File: config.mk
export PLATFORM = sky130hd
export DESIGN_NAME = dmem_arbiter_flat
export DESIGN_NICKNAME = d
export VERILOG_FILES = /design/src/rtl/dmem_arbiter_if.sv /design/src/rtl/dmem_arbiter.sv /design/src/flat_wrapper.sv
export SDC_FILE = /design/constraint.sdc
export NUM_CORES = 1
export LEC_CHECK = 0
export ABC_AREA = 0
export CORE_AREA = 3 3 131 133
export CTS_BUF_LIST = sky130_fd_sc_hd__clkbuf_8
export CTS_CLUSTER_SIZE = 30
export DETAILED_ROUTE_END_ITERATION = 8
export DIE_AREA = 0 0 134 136
export PLACE_DENSITY = 0.76
export SETUP_SLACK_MARGIN = 0.02
export SLEW_MARGIN = 10
export SYNTH_ARGS = -nofsm -noshare
export SYNTH_HDL_FRONTEND = slang
export SYNTH_SLANG_ARGS = --single-unit
File: constraint.sdc
create_clock -name clk -period 3.25 [get_ports clk]
set_input_delay 0.65 -clock clk [delete_from_list [all_inputs] [get_ports clk]]
set_output_delay 0.65 -clock clk [all_outputs]
set_load 0.005 [all_outputs]
File: src/rtl/dmem_arbiter_if.sv
// Data-memory sharing bundle: core port, DMA port and memory port.
// The arbiter takes the slave view; the requester/memory side takes master.
interface dmem_arbiter_if #(
   parameter int AW = 32,
   parameter int DW = 32,
   parameter int LW = 3
);
   logic          c_req;
   logic          c_we;
   logic [AW-1:0] c_addr;
   logic [DW-1:0] c_wdata;
   logic          c_gnt;
   logic [DW-1:0] c_rdata;
   logic          c_rvalid;
   logic          stall;
   logic          d_req;
   logic          d_we;
   logic [AW-1:0] d_addr;
   logic [LW-1:0] d_len;
   logic [DW-1:0] d_wdata;
   logic          d_gnt;
   logic [DW-1:0] d_rdata;
   logic          d_rvalid;
   logic          d_done;
   logic          mem_we;
   logic [AW-1:0] mem_a;
   logic [DW-1:0] mem_wd;
   logic [DW-1:0] mem_rd;

   modport slave (
      input  c_req, c_we, c_addr, c_wdata,
      input  d_req, d_we, d_addr, d_len, d_wdata,
      input  mem_rd,
      output c_gnt, c_rdata, c_rvalid, stall,
      output d_gnt, d_rdata, d_rvalid, d_done,
      output mem_we, mem_a, mem_wd
   );

   modport master (
      output c_req, c_we, c_addr, c_wdata,
      output d_req, d_we, d_addr, d_len, d_wdata,
      output mem_rd,
      input  c_gnt, c_rdata, c_rvalid, stall,
      input  d_gnt, d_rdata, d_rvalid, d_done,
      input  mem_we, mem_a, mem_wd
   );
endinterface

File: src/rtl/dmem_arbiter.sv
// Core / DMA arbiter for the single-port data memory.
// Alternates on contention; a DMA burst owns the port until its last beat.
module dmem_arbiter #(
   parameter int AW = 32,
   parameter int DW = 32,
   parameter int LW = 3
) (
   input  logic        clk,
   input  logic        rst,
   dmem_arbiter_if.slave bus
);
   typedef enum logic {IDLE, BURST} state_t;

   state_t        state_q, state_d;
   logic [LW-1:0] cnt_q, cnt_d;
   logic [AW-1:0] baddr_q, baddr_d;
   logic          bwe_q, bwe_d;
   logic          last_dma_q, last_dma_d;

   logic          c_sel, d_sel, d_last, d_wr;
   logic          mem_we;
   logic [AW-1:0] mem_a;
   logic [DW-1:0] mem_wd;

   logic          c_rv_q, d_rv_q, done_q;
   logic [DW-1:0] c_rd_q, d_rd_q;

   // FSM and burst bookkeeping registers
   always_ff @(posedge clk) begin
      if (rst) begin
         state_q    <= IDLE;
         cnt_q      <= '0;
         baddr_q    <= '0;
         bwe_q      <= 1'b0;
         last_dma_q <= 1'b1;
      end else begin
         state_q    <= state_d;
         cnt_q      <= cnt_d;
         baddr_q    <= baddr_d;
         bwe_q      <= bwe_d;
         last_dma_q <= last_dma_d;
      end
   end

   // Grant selection, memory mux and next state; nothing granted in reset
   always_comb begin
      state_d    = state_q;
      cnt_d      = cnt_q;
      baddr_d    = baddr_q;
      bwe_d      = bwe_q;
      last_dma_d = last_dma_q;
      c_sel      = 1'b0;
      d_sel      = 1'b0;
      d_last     = 1'b0;
      d_wr       = 1'b0;
      mem_we     = 1'b0;
      mem_a      = '0;
      mem_wd     = '0;
      if (!rst) begin
         unique case (state_q)
            IDLE: begin
               c_sel = bus.c_req & (~bus.d_req | last_dma_q);
               d_sel = bus.d_req & ~c_sel;
               if (c_sel) begin
                  mem_we     = bus.c_we;
                  mem_a      = bus.c_addr;
                  mem_wd     = bus.c_wdata;
                  last_dma_d = 1'b0;
               end else if (d_sel) begin
                  d_wr   = bus.d_we;
                  mem_we = bus.d_we;
                  mem_a  = bus.d_addr;
                  mem_wd = bus.d_wdata;
                  if (bus.d_len == '0) begin
                     d_last     = 1'b1;
                     last_dma_d = 1'b1;
                  end else begin
                     state_d = BURST;
                     bwe_d   = bus.d_we;
                     baddr_d = bus.d_addr + AW'(4);
                     cnt_d   = bus.d_len;
                  end
               end
            end
            BURST: begin
               d_sel = bus.d_req;
               if (d_sel) begin
                  d_wr    = bwe_q;
                  mem_we  = bwe_q;
                  mem_a   = baddr_q;
                  mem_wd  = bus.d_wdata;
                  baddr_d = baddr_q + AW'(4);
                  cnt_d   = cnt_q - LW'(1);
                  if (cnt_q == LW'(1)) begin
                     d_last     = 1'b1;
                     last_dma_d = 1'b1;
                     state_d    = IDLE;
                  end
               end
            end
            default: ;
         endcase
      end
   end

   // Registered read data, read-valid pulses and burst-done pulse
   always_ff @(posedge clk) begin
      if (rst) begin
         c_rv_q <= 1'b0;
         c_rd_q <= '0;
         d_rv_q <= 1'b0;
         d_rd_q <= '0;
         done_q <= 1'b0;
      end else begin
         c_rv_q <= c_sel & ~bus.c_we;
         if (c_sel & ~bus.c_we)
            c_rd_q <= bus.mem_rd;
         d_rv_q <= d_sel & ~d_wr;
         if (d_sel & ~d_wr)
            d_rd_q <= bus.mem_rd;
         done_q <= d_last;
      end
   end

   assign bus.c_gnt    = c_sel;
   assign bus.d_gnt    = d_sel;
   assign bus.stall    = bus.c_req & ~c_sel;
   assign bus.mem_we   = mem_we;
   assign bus.mem_a    = mem_a;
   assign bus.mem_wd   = mem_wd;
   assign bus.c_rvalid = c_rv_q;
   assign bus.c_rdata  = c_rd_q;
   assign bus.d_rvalid = d_rv_q;
   assign bus.d_rdata  = d_rd_q;
   assign bus.d_done   = done_q;
endmodule

File: src/flat_wrapper.sv
// flat-port wrapper written by rule: the top's interface ports become plain ports
module dmem_arbiter_flat 
#(
   parameter int AW = 32,
   parameter int DW = 32,
   parameter int LW = 3
)
  (clk, rst, bus_c_req, bus_c_we, bus_c_addr, bus_c_wdata, bus_d_req, bus_d_we, bus_d_addr, bus_d_len, bus_d_wdata, bus_mem_rd, bus_c_gnt, bus_c_rdata, bus_c_rvalid, bus_stall, bus_d_gnt, bus_d_rdata, bus_d_rvalid, bus_d_done, bus_mem_we, bus_mem_a, bus_mem_wd);
  dmem_arbiter_if #(.AW(AW), .DW(DW), .LW(LW)) bus_i ();
  input  logic clk;
  input  logic rst;
  input wire logic [$bits(bus_i.c_req)-1:0] bus_c_req;
  input wire logic [$bits(bus_i.c_we)-1:0] bus_c_we;
  input wire logic [$bits(bus_i.c_addr)-1:0] bus_c_addr;
  input wire logic [$bits(bus_i.c_wdata)-1:0] bus_c_wdata;
  input wire logic [$bits(bus_i.d_req)-1:0] bus_d_req;
  input wire logic [$bits(bus_i.d_we)-1:0] bus_d_we;
  input wire logic [$bits(bus_i.d_addr)-1:0] bus_d_addr;
  input wire logic [$bits(bus_i.d_len)-1:0] bus_d_len;
  input wire logic [$bits(bus_i.d_wdata)-1:0] bus_d_wdata;
  input wire logic [$bits(bus_i.mem_rd)-1:0] bus_mem_rd;
  output wire logic [$bits(bus_i.c_gnt)-1:0] bus_c_gnt;
  output wire logic [$bits(bus_i.c_rdata)-1:0] bus_c_rdata;
  output wire logic [$bits(bus_i.c_rvalid)-1:0] bus_c_rvalid;
  output wire logic [$bits(bus_i.stall)-1:0] bus_stall;
  output wire logic [$bits(bus_i.d_gnt)-1:0] bus_d_gnt;
  output wire logic [$bits(bus_i.d_rdata)-1:0] bus_d_rdata;
  output wire logic [$bits(bus_i.d_rvalid)-1:0] bus_d_rvalid;
  output wire logic [$bits(bus_i.d_done)-1:0] bus_d_done;
  output wire logic [$bits(bus_i.mem_we)-1:0] bus_mem_we;
  output wire logic [$bits(bus_i.mem_a)-1:0] bus_mem_a;
  output wire logic [$bits(bus_i.mem_wd)-1:0] bus_mem_wd;
  assign bus_i.c_req = bus_c_req;
  assign bus_i.c_we = bus_c_we;
  assign bus_i.c_addr = bus_c_addr;
  assign bus_i.c_wdata = bus_c_wdata;
  assign bus_i.d_req = bus_d_req;
  assign bus_i.d_we = bus_d_we;
  assign bus_i.d_addr = bus_d_addr;
  assign bus_i.d_len = bus_d_len;
  assign bus_i.d_wdata = bus_d_wdata;
  assign bus_i.mem_rd = bus_mem_rd;
  assign bus_c_gnt = bus_i.c_gnt;
  assign bus_c_rdata = bus_i.c_rdata;
  assign bus_c_rvalid = bus_i.c_rvalid;
  assign bus_stall = bus_i.stall;
  assign bus_d_gnt = bus_i.d_gnt;
  assign bus_d_rdata = bus_i.d_rdata;
  assign bus_d_rvalid = bus_i.d_rvalid;
  assign bus_d_done = bus_i.d_done;
  assign bus_mem_we = bus_i.mem_we;
  assign bus_mem_a = bus_i.mem_a;
  assign bus_mem_wd = bus_i.mem_wd;
  dmem_arbiter #(.AW(AW), .DW(DW), .LW(LW)) u_core (.clk(clk), .rst(rst), .bus(bus_i));
endmodule
[After elaboration in Yosys (flattened, before gate mapping)]
Cells that the tools add are included.
Storage, ports and cells
  output and inout port bits: 135
  word-level logic and storage cells: 88
  bits of input ports: 169
  bits in registers: 105
Operators by class
  bitwise gates (word level): 13
  add/subtract/negate cells: 3
  multiplexer cells: 50
  reduce and logical (&&, ||, !) cells: 4
  eq/ne operators: 8
Operators by type and width (count)
  $mux 32: 12
  $pmux 32 s2: 3
  $add 32x3->32 const B: 2
  $mux 1: 24
  $mux 3: 4
  $pmux 1 s2: 6
  $reduce_and 4->1: 3
  $ne 2x2->1 const B: 4
  $not 1->1: 7
  $ne 3x1->1 const B: 2
  $pmux 3 s2: 1
  $and 1x1->1: 5
  $eq 3x1->1 const B: 1
  $logic_not 3->1: 1
  $sub 3x1->3 const B: 1
  $ne 2x1->1 const B: 1
  $or 1x1->1: 1

[Longest topological paths before layout]
  word-level depth: 11
  gate-level depth with buffers: 12
  depth with buffers taken out: 7

[Worst setup path after synthesis]
OpenSTA, ideal clock, no wires.
  path type: register to register
  from: register u_core.state_q
  to: register u_core.baddr_q[14]
  stages on the path, launching flop included: 13
  library setup time: 74 ps
  data arrival time: 2564 ps
  required time: 3176 ps
  setup slack: 612 ps
  buffers on the path: 5
  clock period less this slack: 2638 ps
  path through: dfxtp_1 > buf_6 > buf_4 > buf_2 > buf_2 > mux2_2 > ha_1 > nand3_1 > o22ai_1 > buf_2 > nand3_1 > mux2_2 > a31oi_1
On the way
  cells in the longest elaborated chain, start to end: 3
RTL lines
  from (decl): line dmem_arbiter.sv:14  | state_t state_q, state_d;
  from (signal assigned): line dmem_arbiter.sv:37  | state_q <= state_d;
  $not 1->1: line dmem_arbiter.sv:60  | unique case (state_q)
  $ne 2x2->1 (no line) or $ne 2x1->1 (tied branches)
  $reduce_and 4->1 (no line)
  to (signal assigned): line dmem_arbiter.sv:39  | baddr_q <= baddr_d;
  to (decl): line dmem_arbiter.sv:16  | logic [AW-1:0] baddr_q, baddr_d;
Parallel ways exist; a longest one is shown, timed or not.
A chain may end at the register's enable or synchronous reset.

[Final worst setup path]
  from: input bus_d_req
  to: output bus_mem_wd[15]
On the way
  cells in the longest elaborated chain, start to end: 9
RTL lines
  from (decl): line flat_wrapper.sv:16  | input wire logic [$bits(bus_i.d_req)-1:0] bus_d_req;
  $not 1->1: line dmem_arbiter.sv:62  | c_sel = bus.c_req & (~bus.d_req | last_dma_q);
  $or 1x1->1: line dmem_arbiter.sv:62
  $and 1x1->1: line dmem_arbiter.sv:62
  $not 1->1: line dmem_arbiter.sv:63  | d_sel = bus.d_req & ~c_sel;
  $and 1x1->1: line dmem_arbiter.sv:63
  $mux 32: line dmem_arbiter.sv:69  | end else if (d_sel) begin
  $mux 32: line dmem_arbiter.sv:64  | if (c_sel) begin
  $pmux 32 s2 *: line dmem_arbiter.sv:60
  $mux 32 *: line dmem_arbiter.sv:59  | if (!rst) begin
  to (decl): line flat_wrapper.sv:32  | output wire logic [$bits(bus_i.mem_wd)-1:0] bus_mem_wd;
Every way passes the cells marked *; elsewhere a longest branch is shown, timed or not.

==> out/results.ini <==
[timing]
finalSetupViolCount=0
worst_pin_slew_ps=606.9
finalHoldViolCount=0
drv_slew=0
hold_slack_ps=466.8
fmax_ghz=0.3228
rsz0062_at_grt=no
min_period_over_period_pct=95.31
slew-limit-headroom_pct=58.38
clock-skew-final_ps=19.08
fin_crit_ps=3098
timing.final.ws_setup_ps=152.3

[grt]
grt_usage_pct=26.53
grt_pass1_vias=7279
grt_pass1_wl_um=39410
grt_max_degree=68
grt_antenna_before_repair=1
gr-total-overflow=0

[worst_setup_path]
criticalPathCategory=primary input to output pin
cp_common_cell=buf_4
startpoint_type=primary input
rr_worst_depth=9
r2r_slack_ps=510
path_depth=9
cp_cell_sequence=dlygate4sd2_1 -> inv_1 -> o211ai_1 -> buf_4 -> buf_4 -> buf_8 -> nand3_1 -> a21oi_1 -> clkdlybuf4s50_1
endpoint_kind=output pin
critPathArrivalTime_ps=2450
slowest_delay_ps=540
path_max_fanout=18
worstPathRequired_ps=2600
path_delay_family=buffers and inverters
cp_num_buf_inv=6
cpMaxStageDelayCell=clkdlybuf4s50_1

[clock_network]
cts_buffer_depth=2
root_buffer=clkbuf_8
numCtsBuffers=9
hold_buffers=0
clk-insertion-delay-late_ps=400
cts.sinks=105
cts_max_level=3
cts_tree=yes
clkTransAtPathRegs_ps=100

[job]
cap_viol_max_count=0

[floorplan]
die_x_um=134
rows=46
ios=304
die_area_mm2=0.01822
die_h_um=136
initial_core_util_pct=40.33
core_area_mm2=0.01594

[layout]
nets=1317
drive_gt1_share_pct=8.435
final_util_pct=63.80
regArea_mm2=0.002103
nFillCells=1396
stdcell_count=1366
areaGrowthSynthToFinish_pct=58.18
multi_input_area_mm2=0.003994
antenna_cells=0

[synth]
synth.most_common_cell=nand2_1
synthTopCellsByArea=dfxtp_1 33%, nand2_1 9.2%, mux2i_1 7.2%
syn-num-nets=1031
synth_largest_area_cell=dfxtp_1
synth_area_mm2=0.006430
yosys.area.top_type_share_pct=32.69
ys.flop_type=dfxtp_1
yosysSeqAreaShare_pct=32.69
syn_inst=859
ys_warn_count=0
async_flop_share_pct=0
synth_edf_count=0
synthTopCellsByCount=157 x nand2_1, 105 x dfxtp_1, 83 x nor2_1, 67 x a21oi_1, 63 x nand3_1
yosysUniqueCellTypes=71
postSynthAreaPerCell_um2=7.485
ys_ff_latch=105

[routing]
dr.first_iter.drc_count=900
wl_per_cell_um=18.51
drt-pass1-iter-count=6
vias=7685
drc=0
routed_via_density=5.626
ant_nets=0
wl_um=25290

[outcome]
status=finished, final reports clean

[place]
post-place-ws_ps=-139.7
hpwl_um=18260
io_buffers=303
dp_cells=1343
gp_congestion=0.8643

[min_path]
worstHoldPathType=flop to flop
holdPathStages=2

[power_and_ir_drop]
p_per_area_mw_per_mm2=340.5
ir_drop_mv=0.3839
p_leak_nw=3.941

where the power goes:
part | switching [W] | internal, W
clock network | 0.000535 | 0.000382
registers | 0.0000705 | 0.00136
logic | 0.000510 | 0.000603
tightest hold or removal path, delay by kind of cell, from the launching register on:
kind,cells,cell delay (ps)
flops,1,320
simple gates,1,60
compound gates,1,50
layout by cell type, fill, tap and decap left out, drive strengths merged, types with 12 or more instances in the layout:
cell type / Yosys / routed
a31oi: 13 / 13
nand2: 157 / 157
dfxtp: 105 / 105
o211ai: 38 / 38
clkdlybuf4s50: 0 / 299
mux2i: 46 / 46
a222oi: 26 / 26
a21oi: 67 / 67
nand3b: 12 / 12
nand3: 64 / 64
nor2: 83 / 83
inv: 10 / 12
o21ai: 25 / 25
a22oi: 13 / 13
buf: 21 / 52
cells by family after synthesis:
family	synth area share, %
adders and majority gates	0.5838
muxes	8.737
DFF	32.69
xor gates and xnor gates	0.2725
buffers and inverters	5.740
AOI/OAI and AO/OA	25.43
and+or+nand+nor	26.54
layout make-up:
| cell class | instances | area share, % |
|---|---|---|
| clock buffers | 9 | 1.218 |
| clock inverters | 7 | 0.9595 |
| inverters | 10 | 0.3690 |
| multi-input cells | 664 | 39.27 |
| flip-flops and latches | 105 | 20.68 |
| well taps | 216 | 2.657 |
| repair buffers | 355 | 34.85 |
final timing paths:
kind,end,startpoint
worst max register to register,u_core.baddr_q[26]$_SDFFE_PP0P_,u_core.state_q$_SDFF_PP0_
worst max-delay path,bus_mem_wd[15],bus_d_req
worst min-delay path,u_core.cnt_q[1]$_SDFFE_PP0P_,u_core.cnt_q[1]$_SDFFE_PP0P_
worst min register to register,u_core.cnt_q[1]$_SDFFE_PP0P_,u_core.cnt_q[1]$_SDFFE_PP0P_
sequential cells by signal, indices dropped and copies added, names as in the netlist:
register,cells
u_core.bus.c_rvalid,1
u_core.state_q,1
u_core.bus.c_rdata,32
u_core.cnt_q,3
u_core.baddr_q,32
u_core.last_dma_q,1
u_core.bus.d_done,1
u_core.bwe_q,1
u_core.bus.d_rvalid,1
u_core.bus.d_rdata,32
per-layer routing:
layer / vias up / GRT usage (%) / part of all wire [%]
met5: - / 0 / 0.051
met4: 2 / 4.800 / 0.86
met3: 22 / 9.548 / 10
met2: 343 / 43.71 / 48
met1: 3586 / 33.88 / 41
li1: 3732 / - / -
timing repair:
item | 4_1_cts | 5_1_grt
setup endpoints to repair | 64 | 0
gates resized for setup | 9 | 0
setup buffers | 4 | 0
stage by stage:
step / total power [W] / cell area, µm² / TNS (ps)
finish: 0.003463 / 10170 / 0
global route: 0.003629 / 10170 / 0
CTS: 0.003485 / 10170 / 0
detailed placement: 0.002540 / 9862 / -4105
global placement: 0.002530 / 9862 / -2011
floorplan: 0.001928 / 6430 / 0
No activity file was read; power rests on OpenSTA's default activity.
